## src/rtl/lfsr_prbs_stream_if.sv

```systemverilog
// Valid/ready word stream carrying PRBS words out of lfsr_prbs_stream.
interface lfsr_prbs_stream_if #(
  parameter int P_OUT_W = 8
);
  logic [P_OUT_W-1:0] m_data;
  logic               m_valid;
  logic               m_ready;

  modport master (output m_data, output m_valid, input m_ready);
  modport slave  (input m_data, input m_valid, output m_ready);
endinterface

```

## src/rtl/lfsr_prbs_stream.sv

```systemverilog
// Parametrised Fibonacci LFSR emitting P_OUT_W-bit words on a valid/ready stream.
// Optional period monitor enabled by defining LFSR_PERIOD_MON_EN.
module lfsr_prbs_stream #(
  parameter int             P_W         = 23,
  parameter logic [P_W-1:0] P_TAPS      = 23'h400010,
  parameter int             P_OUT_W     = 8,
  parameter int             P_CNT_W     = 16,
  parameter logic [P_W-1:0] P_INIT_SEED = 23'd4790770
) (
  input  logic               clk,
  input  logic               rst_n,
  input  logic [P_W-1:0]     seed,
  input  logic               seed_wr,
  output logic               seed_rej,
  input  logic               start,
  input  logic [P_CNT_W-1:0] burst_len,
  input  logic               stop,
  output logic               busy,
  output logic               done,
`ifdef LFSR_PERIOD_MON_EN
  output logic               period_wrap,
  output logic [63:0]        period_cnt,
`endif
  lfsr_prbs_stream_if.master m
);

  typedef enum logic [1:0] {
    ST_IDLE  = 2'd0,
    ST_RUN   = 2'd1,
    ST_DRAIN = 2'd2
  } state_t;

  state_t               state_q, state_d;
  logic [P_W-1:0]       sr_q, sr_d;
  logic [P_CNT_W-1:0]   cnt_q, cnt_d;
  logic [P_OUT_W-1:0]   data_q, data_d;
  logic                 valid_q, valid_d;
  logic                 busy_q, busy_d;
  logic                 done_q, done_d;
  logic                 rej_q, rej_d;

  logic [P_W-1:0]       walk_s;
  logic [P_W-1:0]       sr_adv_s;
  logic [P_OUT_W-1:0]   word_s;
  logic                 y_s;
  logic                 load_s;
  logic                 seed_ok_s;

`ifdef LFSR_PERIOD_MON_EN
  logic [P_W-1:0]       ref_q, ref_d;
  logic [63:0]          step_q, step_d;
  logic [63:0]          pcnt_q, pcnt_d;
  logic                 wrap_q, wrap_d;
  logic                 hit_s;
  logic [63:0]          hit_step_s;
`endif

  // A word is only loaded in RUN; stop wins over a load in the same cycle.
  assign load_s    = (state_q == ST_RUN) && !stop && (!valid_q || m.m_ready);
  assign seed_ok_s = (state_q == ST_IDLE) && seed_wr && (seed != {P_W{1'b0}});

  // Unroll P_OUT_W LFSR steps; first feedback bit lands in the word MSB.
  always_comb begin
    walk_s = sr_q;
    word_s = {P_OUT_W{1'b0}};
    y_s    = 1'b0;
`ifdef LFSR_PERIOD_MON_EN
    hit_s      = 1'b0;
    hit_step_s = 64'd0;
`endif
    for (int k = 0; k < P_OUT_W; k++) begin
      y_s                   = ^(walk_s & P_TAPS);
      word_s[P_OUT_W-1-k]   = y_s;
      walk_s                = {walk_s[P_W-2:0], y_s};
`ifdef LFSR_PERIOD_MON_EN
      hit_step_s = (!hit_s && (walk_s == ref_q)) ? 64'(k + 1) : hit_step_s;
      hit_s      = hit_s | (walk_s == ref_q);
`endif
    end
    sr_adv_s = walk_s;
  end

  // Next-state logic for the FSM, burst counter, LFSR and output register.
  always_comb begin
    state_d = state_q;
    sr_d    = sr_q;
    cnt_d   = cnt_q;
    data_d  = data_q;
    valid_d = valid_q;
    done_d  = 1'b0;
    rej_d   = 1'b0;
    case (state_q)
      ST_IDLE: begin
        if (seed_ok_s) begin
          sr_d = seed;
        end else begin
          rej_d = seed_wr;
        end
        if (start) begin
          state_d = ST_RUN;
          cnt_d   = burst_len;
        end else begin
          state_d = ST_IDLE;
        end
      end
      ST_RUN: begin
        rej_d = seed_wr;
        // cnt_q == 0 in RUN means continuous mode.
        if (stop) begin
          state_d = ST_DRAIN;
        end else if (load_s && (cnt_q == P_CNT_W'(1))) begin
          state_d = ST_DRAIN;
        end else begin
          state_d = ST_RUN;
        end
        if (load_s && (cnt_q != {P_CNT_W{1'b0}})) begin
          cnt_d = cnt_q - P_CNT_W'(1);
        end else begin
          cnt_d = cnt_q;
        end
      end
      ST_DRAIN: begin
        rej_d = seed_wr;
        if (!valid_q || m.m_ready) begin
          state_d = ST_IDLE;
          done_d  = 1'b1;
        end else begin
          state_d = ST_DRAIN;
        end
      end
      default: begin
        state_d = ST_IDLE;
      end
    endcase
    if (load_s) begin
      data_d  = word_s;
      valid_d = 1'b1;
      sr_d    = sr_adv_s;
    end else if (valid_q && m.m_ready) begin
      valid_d = 1'b0;
    end else begin
      valid_d = valid_q;
    end
    busy_d = (state_d != ST_IDLE);
  end

  // State and output registers with synchronous active-low reset.
  always_ff @(posedge clk) begin
    if (!rst_n) begin
      state_q <= ST_IDLE;
      sr_q    <= P_INIT_SEED;
      cnt_q   <= {P_CNT_W{1'b0}};
      data_q  <= {P_OUT_W{1'b0}};
      valid_q <= 1'b0;
      busy_q  <= 1'b0;
      done_q  <= 1'b0;
      rej_q   <= 1'b0;
    end else begin
      state_q <= state_d;
      sr_q    <= sr_d;
      cnt_q   <= cnt_d;
      data_q  <= data_d;
      valid_q <= valid_d;
      busy_q  <= busy_d;
      done_q  <= done_d;
      rej_q   <= rej_d;
    end
  end

`ifdef LFSR_PERIOD_MON_EN
  // Period monitor: steps since the last reference capture, latched on a wrap.
  always_comb begin
    ref_d  = ref_q;
    step_d = step_q;
    pcnt_d = pcnt_q;
    wrap_d = 1'b0;
    if (seed_ok_s) begin
      ref_d  = seed;
      step_d = 64'd0;
    end else if (load_s && hit_s) begin
      wrap_d = 1'b1;
      pcnt_d = step_q + hit_step_s;
      step_d = 64'(P_OUT_W) - hit_step_s;
    end else if (load_s) begin
      step_d = step_q + 64'(P_OUT_W);
    end else begin
      step_d = step_q;
    end
  end

  // Period monitor registers.
  always_ff @(posedge clk) begin
    if (!rst_n) begin
      ref_q  <= P_INIT_SEED;
      step_q <= 64'd0;
      pcnt_q <= 64'd0;
      wrap_q <= 1'b0;
    end else begin
      ref_q  <= ref_d;
      step_q <= step_d;
      pcnt_q <= pcnt_d;
      wrap_q <= wrap_d;
    end
  end

  assign period_wrap = wrap_q;
  assign period_cnt  = pcnt_q;
`endif

  assign m.m_data  = data_q;
  assign m.m_valid = valid_q;
  assign busy      = busy_q;
  assign done      = done_q;
  assign seed_rej  = rej_q;

endmodule
```

## src/flat_wrapper.sv

```systemverilog
// flat-port wrapper written by rule: the top's interface ports become plain ports
module lfsr_prbs_stream_flat 
#(
  parameter int             P_W         = 23,
  parameter logic [P_W-1:0] P_TAPS      = 23'h400010,
  parameter int             P_OUT_W     = 8,
  parameter int             P_CNT_W     = 16,
  parameter logic [P_W-1:0] P_INIT_SEED = 23'd4790770
)
  (clk, rst_n, seed, seed_wr, seed_rej, start, burst_len, stop, busy, done, m_m_data, m_m_valid, m_m_ready);
  lfsr_prbs_stream_if #(.P_OUT_W(P_OUT_W)) m_i ();
  input  logic clk;
  input  logic rst_n;
  input  logic [P_W-1:0] seed;
  input  logic seed_wr;
  output logic seed_rej;
  input  logic start;
  input  logic [P_CNT_W-1:0] burst_len;
  input  logic stop;
  output logic busy;
  output logic done;
  output wire logic [$bits(m_i.m_data)-1:0] m_m_data;
  output wire logic [$bits(m_i.m_valid)-1:0] m_m_valid;
  input wire logic [$bits(m_i.m_ready)-1:0] m_m_ready;
  assign m_m_data = m_i.m_data;
  assign m_m_valid = m_i.m_valid;
  assign m_i.m_ready = m_m_ready;
  lfsr_prbs_stream #(.P_W(P_W), .P_TAPS(P_TAPS), .P_OUT_W(P_OUT_W), .P_CNT_W(P_CNT_W), .P_INIT_SEED(P_INIT_SEED)) u_core (.clk(clk), .rst_n(rst_n), .seed(seed), .seed_wr(seed_wr), .seed_rej(seed_rej), .start(start), .burst_len(burst_len), .stop(stop), .busy(busy), .done(done), .m(m_i));
endmodule
```

## config.mk

```make
export PLATFORM = sky130hd
export DESIGN_NAME = lfsr_prbs_stream_flat
export DESIGN_NICKNAME = d
export VERILOG_FILES = /design/src/rtl/lfsr_prbs_stream_if.sv /design/src/rtl/lfsr_prbs_stream.sv /design/src/flat_wrapper.sv
export SDC_FILE = /design/constraint.sdc
export NUM_CORES = 1
export LEC_CHECK = 0
export BUFFER_PORTS_ARGS = -buffer_cell sky130_fd_sc_hd__buf_2
export CAP_MARGIN = 5
export CORE_ASPECT_RATIO = 0.5
export CORE_UTILIZATION = 55
export CTS_CLUSTER_DIAMETER = 200
export CTS_CLUSTER_SIZE = 16
export DETAILED_ROUTE_END_ITERATION = 8
export PLACE_DENSITY = 0.8
export REMOVE_ABC_BUFFERS = 1
export SLEW_MARGIN = 20
export SYNTH_ARGS = -nofsm -noshare
export SYNTH_HDL_FRONTEND = slang
export SYNTH_SLANG_ARGS = --single-unit
```

## constraint.sdc

```tcl
create_clock -name clk -period 2.4 [get_ports clk]
set_clock_uncertainty 0.2 [all_clocks]
set_input_delay 0.36 -clock clk [delete_from_list [all_inputs] [get_ports clk]]
set_output_delay 0.36 -clock clk [all_outputs]
set_load 0.05 [all_outputs]
```

Yosys cells after proc, flatten, opt, wreduce, memory -nomap -nowiden --
Index checks and enable logic that the tools add are counted.
Word-level totals: logic and storage cells 60, input port bits 45, output and inout port bits 12, register bits 53
Operators by class: $add $sub $neg 1, equality and inequality tests 5, reductions and logical operators 30, multiplexer cells 16
Operators with widths (count):
- $reduce_xor A23 Y1 | 8
- $mux W23 | 3
- $mux W16 | 2
- $pmux W16 S2 | 1
- $reduce_bool A23 Y1 | 1
- $eq A16 B1 Y1 const B | 1
- $reduce_bool A16 Y1 | 1
- $sub A16 B1 Y16 const B | 1
- $reduce_bool A2 Y1 | 5
- $logic_and A1 B1 Y1 | 7
- $mux W2 | 3
- $pmux W2 S3 | 1
- $mux W1 | 5
- $ne A2 B2 Y1 const B | 2
- $reduce_and A2 Y1 | 2
- $reduce_and A3 Y1 | 1
- $eq A2 B1 Y1 const B | 1
- $eq A2 B2 Y1 const B | 1
- $logic_not A1 Y1 | 2
- $logic_not A2 Y1 | 1
- $pmux W1 S2 | 1
- $reduce_or A2 Y1 | 1
- $logic_or A1 B1 Y1 | 1

Logic depth before layout (Yosys ltp) --
Gate-level depths: netlist (run 1).
word-level depth 8, depth in mapped cells 9, mapped depth without buffers 7

Worst setup path before layout (run 1) --
Ideal clock, no wire load.
kind register -> register, start point register u_core.valid_q (netlist: u_core.m.m_valid), end point register u_core.sr_q[11], slack 462 ps, library setup time 145 ps, arrival 1594 ps, path buffers 1, data required time 2055 ps, cell stages (with the launch flop) 7, clock period less this slack 1938 ps, cells stage by stage dfxtp_1 > nor2b_1 > nor2_1 > o22a_1 > clkbuf_1 > nor3_1 > a41oi_1
On the way: cells in the longest elaborated chain, start to end 5, elaborated cells on any way between the ends 7, those cells by class 1 x mux; 6 x reduce/logical
Ends and longest elaborated chain:
- start, declared | line lfsr_prbs_stream.sv:37 | logic valid_q, valid_d;
- start signal, assigned | line lfsr_prbs_stream.sv:163 | valid_q <= valid_d;
- $logic_not A1 Y1 * | line lfsr_prbs_stream.sv:59 | assign load_s = (state_q == ST_RUN) && !stop && (!valid_q || m.m_ready);
- $logic_or A1 B1 Y1 * | line lfsr_prbs_stream.sv:59
- $logic_and A1 B1 Y1 * | line lfsr_prbs_stream.sv:59
- $reduce_bool A2 Y1 (no line)
- $reduce_and A2 Y1 (no line)
- end signal, assigned | line lfsr_prbs_stream.sv:160 | sr_q <= sr_d;
- end, declared | line lfsr_prbs_stream.sv:34 | logic [P_W-1:0] sr_q, sr_d;
Every way passes the cells marked *; elsewhere a longest branch is shown, timed or not. A chain may end at the register's enable or synchronous reset.

Final worst setup path (run 1) --
start point register u_core.state_q[0], end point register u_core.sr_q[17]
On the way: cells in the longest elaborated chain, start to end 5, elaborated cells on any way between the ends 10, those cells by class 1 x eq/ne; 1 x mux; 8 x reduce/logical
Ends and longest elaborated chain:
- start, declared | line lfsr_prbs_stream.sv:33 | state_t state_q, state_d;
- start signal, assigned | line lfsr_prbs_stream.sv:159 | state_q <= state_d;
- $eq A2 B1 Y1 or $logic_not A2 Y1 (tied branches) | line lfsr_prbs_stream.sv:59, lfsr_prbs_stream.sv:60, lfsr_prbs_stream.sv:92
- $logic_and A1 B1 Y1 (on tied branches) (2 in a row) | line lfsr_prbs_stream.sv:59, lfsr_prbs_stream.sv:60
- $reduce_bool A2 Y1 (no line)
- $reduce_and A2 Y1 (no line)
Several ways; a longest one is shown, not always the timed one.

==> results of run 1 <==
==> per-stage QoR <==
| stage | instances | setup slack [ns] |
|---|---|---|
| after floorplan | 331 | -1.45 |
| after global placement | 472 | 0.280 |
| after detailed placement | 472 | 0.173 |
| after CTS | 480 | 0.305 |
| after global routing | 480 | 0.0718 |
| final | 480 | 0.250 |
==> metal layers <==
| metal | up-vias | GRT usage [%] | wire length [µm] |
|---|---|---|---|
| li1 | 1393 | - | - |
| met1 | 1313 | 31.6 | 3120 |
| met2 | 83 | 47.7 | 3270 |
| met3 | 13 | 5.09 | 355 |
| met4 | 0 | 10.7 | 130 |
| met5 | - | 0 | 0 |
==> synth_stat cells (2+ instances only) <==
library cell,instances
nand4_1,3
inv_1,7
o311ai_0,2
nor4_4,2
nand2_1,61
o21ai_0,11
nand3_1,5
dfxtp_1,53
and3_1,2
nor3_1,10
ha_1,7
o311a_1,2
nor4_1,6
clkbuf_1,17
xor2_1,6
a311oi_1,9
nand2b_1,11
buf_2,4
a31oi_1,12
nor2b_1,10
o21ai_1,3
a21oi_1,27
mux2i_1,6
o22ai_1,3
buf_6,3
a21oi_2,2
o32ai_1,10
nor2_1,33
xnor2_1,2
a41oi_1,6
==> how the worst max path moves through the flow <==
stage                 endpoint  slack [ns]  cells past startpoint
2_1_floorplan  u_core.sr_q[10]       -1.45                      7
3_3_place_gp   u_core.sr_q[22]        0.28                      7
3_5_place_dp    u_core.sr_q[6]        0.17                      7
4_1_cts        u_core.sr_q[17]        0.31                      7
5_1_grt         u_core.sr_q[6]        0.07                      7
6_report       u_core.sr_q[17]        0.25                      7
==> final cells by class <==
cell class	count	area (µm²)	share of cell area, %
clock buffers	6	72.6	2.20
clock inverters	2	10.0	0.303
inverters	8	30.0	0.910
multi-input cells	270	1630	49.5
flip-flops and latches	53	1060	32.2
well taps	70	87.6	2.66
repair buffers	71	405	12.3
==> worst max-delay path, stage by stage (launching register included) <==
cell      delay (ns)
dfxtp_1         0.34
inv_1           0.09
ha_1            0.25
and2_1          0.43
o22a_1          0.22
buf_4           0.21
nor2_1          0.06
a311oi_1        0.25
==> flip-flops by register name (all words and copies together) (netlist names) <==
name              cells
u_core.state_q        2
u_core.m.m_data       8
u_core.m.m_valid      1
u_core.done           1
u_core.cnt_q         16
u_core.seed_rej       1
u_core.busy           1
u_core.sr_q          23
==> where the power goes <==
| part | internal, mW | switching [mW] | total, mW | leakage (nW) |
|---|---|---|---|---|
| Combinational | 0.265 | 0.378 | 0.643 | 0.875 |
| Clock | 0.203 | 0.299 | 0.502 | 0.0450 |
| Sequential | 0.964 | 0.0764 | 1.04 | 0.437 |
| Total | 1.43 | 0.753 | 2.19 | 1.36 |
==> cells by family (layout without fill, tap and decap cells) <==
logic type | Yosys count | count (layout) | share of synthesized area (%)
DFF | 53 | 53 | 37.3
buffers and inverters | 33 | 87 | 5.32
adders and majority gates | 7 | 7 | 3.08
and+or+nand+nor | 152 | 152 | 26.4
muxes | 7 | 7 | 2.51
xor gates and xnor gates | 8 | 8 | 2.46
AOI/OAI and AO/OA | 96 | 96 | 22.9
==> impl_metrics.ini, run 1 <==
[outcome]
status = finished, final reports clean

[synthesis]
yosysSeqAreaShare_pct = 37.3
yosys_warnings = 0
syn_area_um2 = 2840
synth-async-reset-ratio_pct = 0
synth_top_area_share_pct = 37.3
synth_top_area_cell = dfxtp_1
synth-edff-count = 0
synthFlopType = dfxtp_1
synth.ff_latch_count = 53
synth.avg_cell_area_um2 = 7.99
ys_types = 51
synthCells = 356
synth_area_leaders = dfxtp_1, nand2_1, a21oi_1

[route]
vias_per_cell = 5.84
drc = 0
first_pass_iters = 6
antenna_left = 0
drtIter0Drc = 95
num_vias = 2802
wl_mm = 6.88
wl_per_cell_um = 14.3

[setup_path]
crit_type = register to register
crit_arrival_ns = 2.17
startpoint = u_core.state_q[0]
r2r_end = u_core.sr_q[17]
worstSetupEndpointType = register
startpoint_type = register
ff2ff_setup_slack_ns = 0.25
cp.required_ns = 2.42
r2r_start = u_core.state_q[0]
r2r_cells = 7
cp_max_fo = 16

[cells_and_area]
finalInstanceArea_um2 = 3300
fin_nets = 461
final_cell_mix = nand2_1, buf_2, dfxtp_1
antenna_cells = 0
fin_util_pct = 66.6
area_delta_synth_final_pct = 16.0
final_layout_size_suffix_gt1_share_pct = 22.0
layout_commonest_cell = nand2_1
fill_cells = 446

[sta]
fin_crit_ns = 2.15
setup-tns-final_ns = 0
worstMarginPinSlew_ns = 0.636
rsz0062_at_grt = no
whs_ns = 0.0923
slew_headroom_pct = 57.2
post-route-period-util_pct = 89.6
report.final.slew_viol_count = 0
hold_violations = 0
fmax_mhz = 465
finalSetupViolations = 0

[placement]
gp_congestion = 0.832
place_area_um2 = 3220
portBuffers = 56
dpl.hpwl_mm = 4.98

[clock_tree]
cts_setup_buffers = 0
cts_resized = 0
clockBufferDepth = 2
cts.sinks = 53
cts_hold_buf = 0
htree_levels = 2
cts_tree = done
clk_latency_ns = 0.31
numCtsBuffers = 5
clkSlewWorstSetupHoldPaths_ns = 0.10
cts-root-buf = clkbuf_8

[floorplan]
die_y_um = 52.8
die_area_um2 = 5480
rows = 18
core-area_um2 = 4950
pin_count = 57
initial_utilization_pct = 57.4
die_w_um = 104

[power_and_ir_drop]
vdd_ir_drop_max_uv = 405
powerDensity_nw_per_um2 = 663
power_leakage_nw = 1.36
power_mw = 2.19

[global_routing]
grt_pass1_vias = 2513
grt_pass1_wl_mm = 11.3
gr-total-overflow = 0
grt_use_total_pct = 26.3
antenna_found_initial = 0
grt_max_degree = 35

[job]
maxCapViolations = 0

[min_path]
min-delay-start = seed[5]
hp-class = input pin to register
min_path_cells = 3
min_to = u_core.sr_q[5]
Note: power is estimated with default switching activity, not from simulation.
==> inputs of run 2 (changes only) <==
--- a/config.mk
+++ b/config.mk
@@ -8,11 +8,11 @@
 export BUFFER_PORTS_ARGS = -buffer_cell sky130_fd_sc_hd__buf_2
 export CAP_MARGIN = 5
 export CORE_ASPECT_RATIO = 0.5
-export CORE_UTILIZATION = 55
+export CORE_UTILIZATION = 50
 export CTS_CLUSTER_DIAMETER = 200
 export CTS_CLUSTER_SIZE = 16
 export DETAILED_ROUTE_END_ITERATION = 8
-export PLACE_DENSITY = 0.8
+export PLACE_DENSITY = 0.74
 export REMOVE_ABC_BUFFERS = 1
 export SLEW_MARGIN = 20
 export SYNTH_ARGS = -nofsm -noshare
==> impl_metrics.ini, run 2 (same netlist as run 1, synthesis figures left out) <==
[sta]
finalSetupViolations = 0
slew_headroom_pct = 60.5
post-route-period-util_pct = 90.0
worstMarginPinSlew_ns = 0.587
report.final.slew_viol_count = 0
hold_violations = 0
rsz0062_at_grt = no
fmax_mhz = 463
fin_crit_ns = 2.16
whs_ns = 0.118

[floorplan]
rows = 18
die_y_um = 55.3
die_w_um = 109
core-area_um2 = 5200
initial_utilization_pct = 54.7
pin_count = 57
die_area_um2 = 6010

[clock_tree]
clkSlewWorstSetupHoldPaths_ns = 0.07
cts.sinks = 53
cts_setup_buffers = 0
cts-root-buf = clkbuf_16
htree_levels = 2
cts_resized = 0
numCtsBuffers = 5
cts_hold_buf = 0
clockBufferDepth = 2
clk_latency_ns = 0.29
cts_tree = done

[cells_and_area]
layout_commonest_cell = nand2_1
antenna_cells = 0
final_layout_size_suffix_gt1_share_pct = 21.8
area_delta_synth_final_pct = 18.1
largest_register = u_core.sr_q
largest_register_ffs = 23
fill_cells = 470
fin_nets = 460
final_cell_mix = nand2_1, buf_2, dfxtp_1
final_cells = 478

[setup_path]
cp.required_ns = 2.38
startpoint = u_core.cnt_q[12]
ff2ff_setup_slack_ns = 0.24
endpoint = u_core.cnt_q[0]
cp.depth = 6
r2r_end = u_core.cnt_q[0]
startpoint_type = register
worstSetupEndpointType = register
crit_type = register to register
r2r_start = u_core.cnt_q[12]
cp_max_fo = 32
worst-path-buf-inv = 1
r2r_cells = 6
critical_path.top_delay_family = simple AND/OR/NAND/NOR gates
crit_arrival_ns = 2.14
crit_chain = nor4_1, nand4_1, o211ai_2, buf_4, o21ai_1, o311a_1
cpPeakStageDelay_ns = 0.56
crit_path_top_delay_cell = nor4_1

[route]
first_pass_iters = 5
drc = 0
vias_per_cell = 5.83
num_vias = 2787
antenna_left = 0
wl_per_cell_um = 15.1
wl_mm = 7.22
drtIter0Drc = 145

[global_routing]
grt_use_total_pct = 25.0
antenna_found_initial = 0
gr-total-overflow = 0
grt_pass1_wl_mm = 11.9
grt_max_degree = 37
grt_pass1_vias = 2514

[min_path]
hp-class = input pin to register

[outcome]
status = finished, final reports clean

[placement]
gp_congestion = 0.840
dpl.hpwl_mm = 4.99
dp.cells = 471
portBuffers = 56

[power_and_ir_drop]
vdd_ir_drop_max_uv = 481
powerDensity_nw_per_um2 = 746
power_leakage_nw = 1.38

[job]
maxCapViolations = 0
-- run 2: cell types whose count changed in the layout (fill, tap and decap cells not counted), sizes merged --
| cell | previous run | this run |
|---|---|---|
| clkinv | 3 | 1 |
| buf | 71 | 70 |
| bufinv | 0 | 1 |
| clkbuf | 6 | 5 |
| inv | 7 | 8 |
-- run 2: stage by stage --
step / power [mW] / util, % / area (µm²) / setup WS, ns / TNS [ns]
6_report: 2.50 / 64.6 / 3360 / 0.239 / 0
5_1_grt: 2.62 / 64.6 / 3360 / 0.0432 / 0
4_1_cts: 2.50 / 64.6 / 3360 / 0.273 / 0
3_5_place_dp: 1.69 / 61.4 / 3200 / 0.226 / 0
3_3_place_gp: 1.67 / 61.4 / 3200 / 0.345 / 0
2_1_floorplan: 1.48 / - / 2720 / -1.45 / -38.90
-- run 2: worst min-delay path by stage --
stage,startpoint,depth (start not counted),slack [ns],endpoint
after floorplan,u_core.cnt_q[11],2,0.25,u_core.cnt_q[11]
final,seed[5],3,0.12,u_core.sr_q[5]
after CTS,seed[5],3,0.12,u_core.sr_q[5]
after detailed placement,u_core.m.m_data[1],2,0.25,u_core.m.m_data[1]
after global routing,seed_wr,2,0.13,u_core.seed_rej
after global placement,u_core.m.m_data[1],2,0.24,u_core.m.m_data[1]
-- run 2: worst min-delay path: cells and delay by family --
kind / cells / cell delay (ns)
AO/OA/AOI/OAI: 2 / 0.13
buffers and inverters: 1 / 0.09
-- run 2: per-layer routing --
| layer | vias up | GRT usage [%] | part of all wire [%] |
|---|---|---|---|
| li1 | 1383 | - | - |
| met1 | 1306 | 33.3 | 46 |
| met2 | 87 | 41.2 | 47 |
| met3 | 11 | 4.60 | 5.8 |
| met4 | 0 | 6.95 | 1.1 |
| met5 | - | 0 | 0 |
-- run 2: power by group --
| part | switching [mW] | internal (mW) |
|---|---|---|
| logic | 0.384 | 0.256 |
| clock network | 0.333 | 0.491 |
| registers | 0.0769 | 0.964 |
-- run 2: area by class of cell --
type | count | area, µm² | area share, %
clock buffer | 5 | 125 | 3.72
clock inverter | 2 | 38.8 | 1.15
inverter | 8 | 30.0 | 0.894
multi-input combinational | 270 | 1630 | 48.6
sequential | 53 | 1060 | 31.6
tap | 70 | 87.6 | 2.61
timing repair buffer | 70 | 385 | 11.5
==> inputs of run 3 (changes only) <==
--- a/config.mk
+++ b/config.mk
@@ -8,6 +8,7 @@
 export BUFFER_PORTS_ARGS = -buffer_cell sky130_fd_sc_hd__buf_2
 export CAP_MARGIN = 5
 export CORE_ASPECT_RATIO = 0.5
+export CORE_MARGIN = 2
 export CORE_UTILIZATION = 50
 export CTS_CLUSTER_DIAMETER = 200
 export CTS_CLUSTER_SIZE = 16
==> impl_metrics.ini, run 3 (same netlist as run 1, synthesis figures left out) <==
[outcome]
status = finished, final reports clean

[min_path]
min-delay-start = seed[5]
hp-class = input pin to register

[setup_path]
crit_chain = inv_1, ha_1, nand2b_1, nand2b_1, buf_4, nand2_1, a311oi_1
crit_type = register to register
startpoint = u_core.state_q[1]
cp.required_ns = 2.39
crit_arrival_ns = 2.12
worstSetupEndpointType = register
startpoint_type = register
critPathMostFrequentCell = nand2b_1
cpPeakStageDelay_ns = 0.37
crit_path_top_delay_cell = dfxtp_1
cp_max_fo = 34
r2r_start = u_core.state_q[1]

[cells_and_area]
final_cell_mix = nand2_1, buf_2, dfxtp_1
final_layout_size_suffix_gt1_share_pct = 21.4
area_delta_synth_final_pct = 18.7
largest_register = u_core.sr_q
fill_cells = 470
fin_nets = 458
layout_commonest_cell = nand2_1
antenna_cells = 0
fin_util_pct = 61.5
largest_register_ffs = 23

[floorplan]
die_y_um = 57.3
core-area_um2 = 5490
die_w_um = 111
initial_utilization_pct = 51.8
rows = 19
die_area_um2 = 6340
pin_count = 57

[global_routing]
grt_pass1_wl_mm = 11.7
grt_max_degree = 48
antenna_found_initial = 0
grt_use_total_pct = 22.3
gr-total-overflow = 0
grt_pass1_vias = 2572

[job]
maxCapViolations = 0

[clock_tree]
cts-root-buf = clkbuf_16
numCtsBuffers = 5
cts_setup_buffers = 0
clockBufferDepth = 2
clkSlewWorstSetupHoldPaths_ns = 0.07
cts_hold_buf = 0
htree_levels = 2
cts.sinks = 53
cts_tree = done
clk_latency_ns = 0.29
cts_resized = 0

[power_and_ir_drop]
powerDensity_nw_per_um2 = 741
vdd_ir_drop_max_uv = 400
power_mw = 2.50
power_leakage_nw = 1.38

[route]
drtIter0Drc = 137
num_vias = 2743
antenna_left = 0
wl_per_cell_um = 14.6
wl_mm = 6.99
vias_per_cell = 5.71
first_pass_iters = 5
routed.top_layer = met4
wl_met2_mm = 3.29
drc = 0
wl_met1_mm = 3.19
routed-wl-met3_um = 410

[sta]
fmax_mhz = 470
worstMarginPinSlew_ns = 0.455
setup-tns-final_ns = 0
rsz0062_at_grt = no
whs_ns = 0.119
slew_headroom_pct = 69.4
report.final.slew_viol_count = 0
finalSetupViolations = 0
post-route-period-util_pct = 88.7
fin_crit_ns = 2.13
hold_violations = 0

[placement]
portBuffers = 56
dpl.hpwl_mm = 4.74
gp_congestion = 0.854
==> run 3: per-stage QoR <==
stage	cell area, µm²	setup slack, ns	instances
final	3380	0.272	480
after global routing	3380	0.0837	480
after CTS	3380	0.291	480
after detailed placement	3210	0.277	472
after global placement	3210	0.377	472
after floorplan	2720	-1.45	331
==> run 3: metal layers <==
metal / vias to the layer above / global-route usage (%)
met3: 12 / 4.57
met1: 1253 / 29.1
li1: 1386 / -
met5: - / 0
met2: 92 / 38.3
met4: 0 / 6.43
==> run 3: power breakdown <==
part / switching (mW) / internal (mW) / total [mW] / leakage (nW)
registers: 0.0790 / 0.964 / 1.04 / 0.437
logic: 0.376 / 0.264 / 0.640 / 0.865
clock network: 0.326 / 0.495 / 0.821 / 0.0810
==> run 3: path summary, 6_finish.rpt <==
path | slack, ns | depth (start not counted) | endpoint
worst max-delay path | 0.27 | 7 | u_core.sr_q[10]
worst min-delay path | 0.12 | 3 | u_core.sr_q[5]
worst max register to register | 0.27 | 7 | u_core.sr_q[10]
worst min register to register | 0.27 | 2 | u_core.m.m_data[1]
==> run 3: final cells by class <==
class / instances / area, µm² / area share, %
clock buffers: 6 / 129 / 3.82
clock inverters: 2 / 38.8 / 1.15
inverters: 8 / 30.0 / 0.889
multi-input cells: 270 / 1630 / 48.3
flip-flops and latches: 53 / 1060 / 31.4
well taps: 73 / 91.3 / 2.70
repair buffers: 68 / 395 / 11.7
==> run 3: critical path, delay by kind of cell (launching register included) <==
kind,cells,cell delay [ns]
compound gates,1,0.29
fa+ha+maj,1,0.22
buf+inv,2,0.41
flops,1,0.37
simple gates,3,0.52
